--- src/rtl/mem_port_arbiter_if.sv ---
// Bus bundle between the IF/MEM requesters, the shared memory port and the arbiter.
// The err signal is present only when ARB_TIMEOUT_EN is defined.
interface mem_port_arbiter_if;
  logic        i_req;
  logic [31:0] i_addr;
  logic        i_done;
  logic [31:0] i_rdata;
  logic        i_stall;
  logic        d_req;
  logic [31:0] d_addr;
  logic [31:0] d_wdata;
  logic [3:0]  d_be;
  logic        d_done;
  logic [31:0] d_rdata;
  logic        d_stall;
  logic        mem_en;
  logic [3:0]  mem_we;
  logic [31:0] mem_addr;
  logic [31:0] mem_wdata;
  logic [31:0] mem_rdata;
  logic        mem_ready;
  logic        busy;
`ifdef ARB_TIMEOUT_EN
  logic        err;
`endif

  modport slave (
`ifdef ARB_TIMEOUT_EN
    output err,
`endif
    input  i_req, i_addr, d_req, d_addr, d_wdata, d_be, mem_rdata, mem_ready,
    output i_done, i_rdata, i_stall, d_done, d_rdata, d_stall,
    output mem_en, mem_we, mem_addr, mem_wdata, busy
  );

  modport master (
`ifdef ARB_TIMEOUT_EN
    input  err,
`endif
    output i_req, i_addr, d_req, d_addr, d_wdata, d_be, mem_rdata, mem_ready,
    input  i_done, i_rdata, i_stall, d_done, d_rdata, d_stall,
    input  mem_en, mem_we, mem_addr, mem_wdata, busy
  );
endinterface

--- src/rtl/mem_port_arbiter.sv ---
// Shares one single-port memory between instruction fetch and the data stage.
// Define ARB_TIMEOUT_EN to abort accesses whose mem_ready never arrives.
//
// state | meaning
// IDLE  | no access; arbitrate pending requests
// GNT_I | instruction fetch owns the memory port
// GNT_D | data load/store owns the memory port
// RESP  | done pulse cycle; requesters drop or renew req
module mem_port_arbiter #(
  parameter int STARVE_MAX = 4,
  parameter int TIMEOUT    = 64
) (
  input logic          clk,
  input logic          rst,
  mem_port_arbiter_if.slave bus
);

  localparam logic [1:0] IDLE  = 2'd0;
  localparam logic [1:0] GNT_I = 2'd1;
  localparam logic [1:0] GNT_D = 2'd2;
  localparam logic [1:0] RESP  = 2'd3;

  localparam int SW = $clog2(STARVE_MAX + 1);
  localparam logic [SW-1:0] STARVE_LIM = SW'(STARVE_MAX);

  logic [1:0]    state;
  logic [SW-1:0] starveCnt;
  logic          grantD;
  logic          grantI;
  logic          inGnt;
  logic          timedOut;
  logic          memDone;
  logic          unusedBits;

  assign unusedBits = ^{bus.i_addr[1:0], bus.d_addr[1:0]};

  // Data wins ties until IF has lost STARVE_MAX grants in a row.
  always_comb begin
    grantD = bus.d_req && !(bus.i_req && (starveCnt == STARVE_LIM));
    grantI = bus.i_req && !grantD;
  end

  assign inGnt       = (state == GNT_I) || (state == GNT_D);
  assign bus.mem_en  = inGnt;
  assign bus.busy    = (state != IDLE);
  assign bus.i_stall = bus.i_req & ~bus.i_done;
  assign bus.d_stall = bus.d_req & ~bus.d_done;

`ifdef ARB_TIMEOUT_EN
  localparam int TW = $clog2(TIMEOUT + 1);
  logic [TW-1:0] waitCnt;

  assign timedOut = inGnt && !bus.mem_ready && (waitCnt == '0);

  // Down-counter reloads while idle so every grant starts with a full budget.
  always_ff @(posedge clk) begin
    if (rst) begin
      waitCnt <= TW'(TIMEOUT);
      bus.err <= 1'b0;
    end else begin
      bus.err <= timedOut;
      if (!inGnt) begin
        waitCnt <= TW'(TIMEOUT);
      end else if (!bus.mem_ready && (waitCnt != '0)) begin
        waitCnt <= waitCnt - 1'b1;
      end
    end
  end
`else
  logic unusedTimeout;
  assign unusedTimeout = (TIMEOUT != 0);
  assign timedOut      = 1'b0;
`endif

  assign memDone = bus.mem_ready || timedOut;

  always_ff @(posedge clk) begin
    if (rst) begin
      state         <= IDLE;
      starveCnt     <= '0;
      bus.mem_we    <= '0;
      bus.mem_addr  <= '0;
      bus.mem_wdata <= '0;
      bus.i_rdata   <= '0;
      bus.d_rdata   <= '0;
      bus.i_done    <= 1'b0;
      bus.d_done    <= 1'b0;
    end else begin
      bus.i_done <= 1'b0;
      bus.d_done <= 1'b0;
      case (state)
        IDLE: begin
          if (grantD) begin
            state         <= GNT_D;
            bus.mem_addr  <= {bus.d_addr[31:2], 2'b00};
            bus.mem_wdata <= bus.d_wdata;
            bus.mem_we    <= bus.d_be;
            if (bus.i_req && (starveCnt != STARVE_LIM)) begin
              starveCnt <= starveCnt + 1'b1;
            end
          end else if (grantI) begin
            state         <= GNT_I;
            bus.mem_addr  <= {bus.i_addr[31:2], 2'b00};
            bus.mem_wdata <= '0;
            bus.mem_we    <= '0;
            starveCnt     <= '0;
          end
        end
        GNT_I: begin
          if (memDone) begin
            state       <= RESP;
            bus.i_done  <= 1'b1;
            bus.i_rdata <= timedOut ? 32'hDEADBEEF : bus.mem_rdata;
          end
        end
        GNT_D: begin
          if (memDone) begin
            state      <= RESP;
            bus.d_done <= 1'b1;
            bus.mem_we <= '0;
            // Stores keep the previous load result.
            if (bus.mem_we == 4'b0000) begin
              bus.d_rdata <= timedOut ? 32'hDEADBEEF : bus.mem_rdata;
            end
          end
        end
        default: state <= IDLE;
      endcase
    end
  end

endmodule

--- src/flat_wrapper.sv ---
// flat-port wrapper written by rule: the top's interface ports become plain ports
module mem_port_arbiter_flat 
#(
  parameter int STARVE_MAX = 4,
  parameter int TIMEOUT    = 64
)
  (clk, rst, bus_i_req, bus_i_addr, bus_d_req, bus_d_addr, bus_d_wdata, bus_d_be, bus_mem_rdata, bus_mem_ready, bus_i_done, bus_i_rdata, bus_i_stall, bus_d_done, bus_d_rdata, bus_d_stall, bus_mem_en, bus_mem_we, bus_mem_addr, bus_mem_wdata, bus_busy);
  mem_port_arbiter_if bus_i ();
  input logic clk;
  input logic rst;
  input wire logic [$bits(bus_i.i_req)-1:0] bus_i_req;
  input wire logic [$bits(bus_i.i_addr)-1:0] bus_i_addr;
  input wire logic [$bits(bus_i.d_req)-1:0] bus_d_req;
  input wire logic [$bits(bus_i.d_addr)-1:0] bus_d_addr;
  input wire logic [$bits(bus_i.d_wdata)-1:0] bus_d_wdata;
  input wire logic [$bits(bus_i.d_be)-1:0] bus_d_be;
  input wire logic [$bits(bus_i.mem_rdata)-1:0] bus_mem_rdata;
  input wire logic [$bits(bus_i.mem_ready)-1:0] bus_mem_ready;
  output wire logic [$bits(bus_i.i_done)-1:0] bus_i_done;
  output wire logic [$bits(bus_i.i_rdata)-1:0] bus_i_rdata;
  output wire logic [$bits(bus_i.i_stall)-1:0] bus_i_stall;
  output wire logic [$bits(bus_i.d_done)-1:0] bus_d_done;
  output wire logic [$bits(bus_i.d_rdata)-1:0] bus_d_rdata;
  output wire logic [$bits(bus_i.d_stall)-1:0] bus_d_stall;
  output wire logic [$bits(bus_i.mem_en)-1:0] bus_mem_en;
  output wire logic [$bits(bus_i.mem_we)-1:0] bus_mem_we;
  output wire logic [$bits(bus_i.mem_addr)-1:0] bus_mem_addr;
  output wire logic [$bits(bus_i.mem_wdata)-1:0] bus_mem_wdata;
  output wire logic [$bits(bus_i.busy)-1:0] bus_busy;
  assign bus_i.i_req = bus_i_req;
  assign bus_i.i_addr = bus_i_addr;
  assign bus_i.d_req = bus_d_req;
  assign bus_i.d_addr = bus_d_addr;
  assign bus_i.d_wdata = bus_d_wdata;
  assign bus_i.d_be = bus_d_be;
  assign bus_i.mem_rdata = bus_mem_rdata;
  assign bus_i.mem_ready = bus_mem_ready;
  assign bus_i_done = bus_i.i_done;
  assign bus_i_rdata = bus_i.i_rdata;
  assign bus_i_stall = bus_i.i_stall;
  assign bus_d_done = bus_i.d_done;
  assign bus_d_rdata = bus_i.d_rdata;
  assign bus_d_stall = bus_i.d_stall;
  assign bus_mem_en = bus_i.mem_en;
  assign bus_mem_we = bus_i.mem_we;
  assign bus_mem_addr = bus_i.mem_addr;
  assign bus_mem_wdata = bus_i.mem_wdata;
  assign bus_busy = bus_i.busy;
  mem_port_arbiter #(.STARVE_MAX(STARVE_MAX), .TIMEOUT(TIMEOUT)) u_core (.clk(clk), .rst(rst), .bus(bus_i));
endmodule
--- config.mk ---
export PLATFORM = sky130hd
export DESIGN_NAME = mem_port_arbiter_flat
export DESIGN_NICKNAME = d
export VERILOG_FILES = /design/src/rtl/mem_port_arbiter_if.sv /design/src/rtl/mem_port_arbiter.sv /design/src/flat_wrapper.sv
export SDC_FILE = /design/constraint.sdc
export NUM_CORES = 1
export LEC_CHECK = 0
export CORE_MARGIN = 2
export CORE_UTILIZATION = 41
export CTS_CLUSTER_DIAMETER = 40
export DETAILED_ROUTE_END_ITERATION = 10
export PLACE_DENSITY = 0.79
export SYNTH_ARGS = -nofsm -noshare
export SYNTH_HDL_FRONTEND = slang
export SYNTH_SLANG_ARGS = --single-unit
--- constraint.sdc ---
create_clock -name clk -period 2.1 [get_ports clk]
set_clock_uncertainty 0.05 [all_clocks]
set_input_delay 0.21 -clock clk [delete_from_list [all_inputs] [get_ports clk]]
set_output_delay 0.21 -clock clk [all_outputs]
set_load 0.005 [all_outputs]
==> impl_metrics.py <==
metrics = {
    "clocking": {
        "insertion_delay_ns": 0.41,
        "cts_root_buf": "clkbuf_16",
        "tritoncts": "done",
        "htreeDepth": 4,
        "clock_path_buffers": 2,
        "numCtsBuffers": 17,
        "path_clk_slew_ns": 0.06,
        "cts.sinks": 137,
    },
    "drt": {
        "ant_nets": 0,
        "viasPerCell": 5.353,
        "remaining_drc_errors": 0,
        "num_vias": 5942,
        "detail_route.wl_per_cell_um": 16.75,
        "routed_wl_um": 18590,
        "drt_iter0_markers": 431,
        "drt-pass1-iter-count": 5,
    },
    "final_layout": {
        "filler_cell_count": 1101,
        "area_growth_pct": 61.08,
        "nNetsFinal": 1065,
        "drive_gt1_frac": 0.06959,
        "final_cell_count_no_fill": 1110,
        "antenna_cells": 0,
        "fin_util": 0.6773,
    },
    "setup_path": {
        "cp.buffers_inverters": 4,
        "critical_path_arrival_ns": 1.73,
        "path_cells": "inv_1 > ha_4 > buf_4 > inv_1 > clkdlybuf4s50_1",
        "critical_path_class": "reg2out",
        "cp.required_ns": 1.84,
        "critical-path-max-stage-delay_ns": 0.50,
        "crit_path_frequent_cell": "inv_1",
        "path_max_fanout": 4,
        "crit_path_start_kind": "flip-flop",
        "cp_top_family": "buffers and inverters",
        "endpoint_kind": "primary output",
        "cpMaxStageDelayCell": "clkdlybuf4s50_1",
    },
    "sta": {
        "grt_setup_unrepaired": "false",
        "relSlewSlack": 0.5589,
        "drv_slew": 0,
        "period_share": 0.9467,
        "setup_viol": 0,
        "final-hold-violation-count": 0,
        "holdWs_ns": 0.1559,
        "tightestPinTransition_ns": 0.6616,
        "tns_ns": 0,
        "max_freq_ghz": 0.5030,
        "finalCriticalPeriod_ns": 1.988,
    },
    "min_path": {
        "holdCritPathClass": "in2reg",
    },
    "synth": {
        "yosysWarnings": 0,
        "synth-edff-count": 0,
        "yosysUniqueCellTypes": 35,
        "seq_area_frac_synth": 0.4906,
        "ys_async_sr_fraction": 0,
        "synth_area_per_cell_um2": 8.149,
        "netlist_area_um2": 5590,
        "ys.flop_type": "dfxtp_1",
        "synth_seq_cells": 137,
        "synthCells": 686,
    },
    "run_status": {
        "status": "finished clean",
    },
    "placed_design": {
        "dp_hpwl_um": 12650,
        "port_buffers": 268,
        "placed_cells": 1076,
        "gp_congestion": 0.8369,
    },
    "power_and_ir_drop": {
        "switching_share": 0.3174,
        "pwr-share-comb": 0.356,
        "p_leak_nw": 3.135,
        "powerDensity_nw_per_um2": 1084,
        "p_int_w": 0.006660,
        "pwr-share-seq": 0.338,
        "power.share.clock": 0.305,
        "netSwitchingPower_w": 0.003097,
        "ir_drop_uv": 651.0,
    },
    "die": {
        "start_util": 0.4205,
        "die_w_um": 120.8,
        "rows": 42,
        "die_area_um2": 14590,
        "dieHeight_um": 120.8,
        "core_area_um2": 13300,
        "ios": 275,
    },
    "global_route": {
        "grt_pass1_wl_um": 29170,
        "grt_max_degree": 63,
        "grt_pass1_vias": 5685,
        "antenna_found_initial": 1,
        "grt.total_usage": 0.2527,
        "overflow": 0,
    },
    "run": {
        "drv_cap": 0,
    },
}
-- worst paths after layout --
| check | from | end | slack (ns) | cells after the start |
|---|---|---|---|---|
| max | u_core.state[1] | bus_busy | 0.11 | 5 |
| min reg2reg | u_core.bus.mem_wdata[27] | u_core.bus.mem_wdata[27] | 0.40 | 2 |
| min | bus_d_req | u_core.bus.mem_wdata[24] | 0.16 | 3 |
| max reg2reg | u_core.state[1] | u_core.bus.mem_addr[26] | 0.35 | 7 |
-- timing repair --
action / CTS / global route
resized for setup: 2 / 2
endpoints found under the hold margin: 0 / 0
hold buffers: 0 / 0
buffers inserted: 0 / 3
setup endpoints to repair: 1 / 1
pin swaps: 0 / 1
-- power groups by stage --
stage	Sequential (W)	Clock, W	Combinational, W
4_1_cts	0.00330	0.00303	0.00345
3_3_place_gp	0.00333	0	0.00334
5_1_grt	0.00335	0.00314	0.00380
6_report	0.00330	0.00298	0.00348
2_1_floorplan	0.00336	0	0.00167
3_5_place_dp	0.00335	0	0.00338
-- cell families (layout without fill, tap and decap cells) --
logic type / after synthesis / after routing / share of synthesized area
buf+inv: 84 / 331 / 0.07050
other cells: 1 / 2 / 0.0006708
mux: 1 / 1 / 0.002014
flops: 137 / 137 / 0.4906
fa+ha+maj: 6 / 6 / 0.01343
compound gates: 202 / 202 / 0.2057
simple gates: 255 / 255 / 0.2171
-- metal layers --
metal  track usage  vias to the layer above  wire length, um
met2        0.4258                      238             9265
met4        0.1156                        2              508
met1        0.2867                     2763             7297
met5             0                        -               13
met3       0.08821                       38             1505
li1              -                     2901                -
-- worst register-to-register path: cells and delay by family (launching register included) --
family | cells | cell delay [ns]
compound gates | 2 | 0.55
fa+ha+maj | 1 | 0.17
buf+inv | 3 | 0.49
simple gates | 1 | 0.07
flops | 1 | 0.33
-- cell type report --
type,count,area [um^2],share of cell area
Timing Repair Buffer,290,2928,0.3251
Sequential cell,137,2745,0.3048
Multi-Input combinational cell,466,2489,0.2764
Clock buffer,19,432.9,0.04808
Tap cell,176,220.2,0.02445
Clock inverter,12,152.6,0.01695
Inverter,10,37.54,0.004168
-- cell usage after synthesis (2+ instances only) --
cell type / n / area share
nor2b_1: 3 / 0.0034
o32ai_1: 5 / 0.0078
buf_2: 24 / 0.021
dfxtp_1: 137 / 0.49
a21oi_1: 98 / 0.088
o21ai_0: 15 / 0.013
ha_1: 6 / 0.013
buf_1: 6 / 0.0040
buf_4: 5 / 0.0067
buf_6: 4 / 0.0081
o21ai_1: 50 / 0.045
nand3_1: 63 / 0.056
nor2_1: 34 / 0.023
nand4b_1: 6 / 0.0094
inv_1: 9 / 0.0060
a311oi_1: 30 / 0.047
a31oi_1: 2 / 0.0022
nand4_1: 34 / 0.038
and2_1: 3 / 0.0034
clkbuf_1: 35 / 0.024
nand2_1: 102 / 0.068
or4_1: 2 / 0.0027
-- cell usage in the layout, fill, tap and decap left out, drive strengths merged, types with 4 or more instances in the layout --
cell	count
nand2	102
nor2	34
a311oi	30
a21oi	98
clkinv	5
nand3	63
ha	6
and2	4
dfxtp	137
clkbuf	19
o21ai	65
clkinvlp	4
buf	24
inv	10
clkdlybuf4s50	266
nand4	34
nand4b	6
o32ai	5
-- through the flow --
step                      instance area (um^2)  setup slack, ns  total power, W
after global routing                      9005          0.03402         0.01029
final                                     9005           0.1119        0.009757
after detailed placement                  8382           0.1696        0.006729
after CTS                                 8980         0.007978        0.009767
after floorplan                           5594           0.4983        0.005032
after global placement                    8382           0.2107        0.006676
-- flip-flops by register name (all words and copies together) (netlist names) --
signal and flops:
u_core.bus.i_done 1, u_core.state 2, u_core.bus.d_done 1, u_core.bus.mem_addr 30, u_core.bus.i_rdata 32, u_core.starveCnt 3
u_core.bus.d_rdata 32, u_core.bus.mem_wdata 32, u_core.bus.mem_we 4
Power figures use the tool's default switching activity.
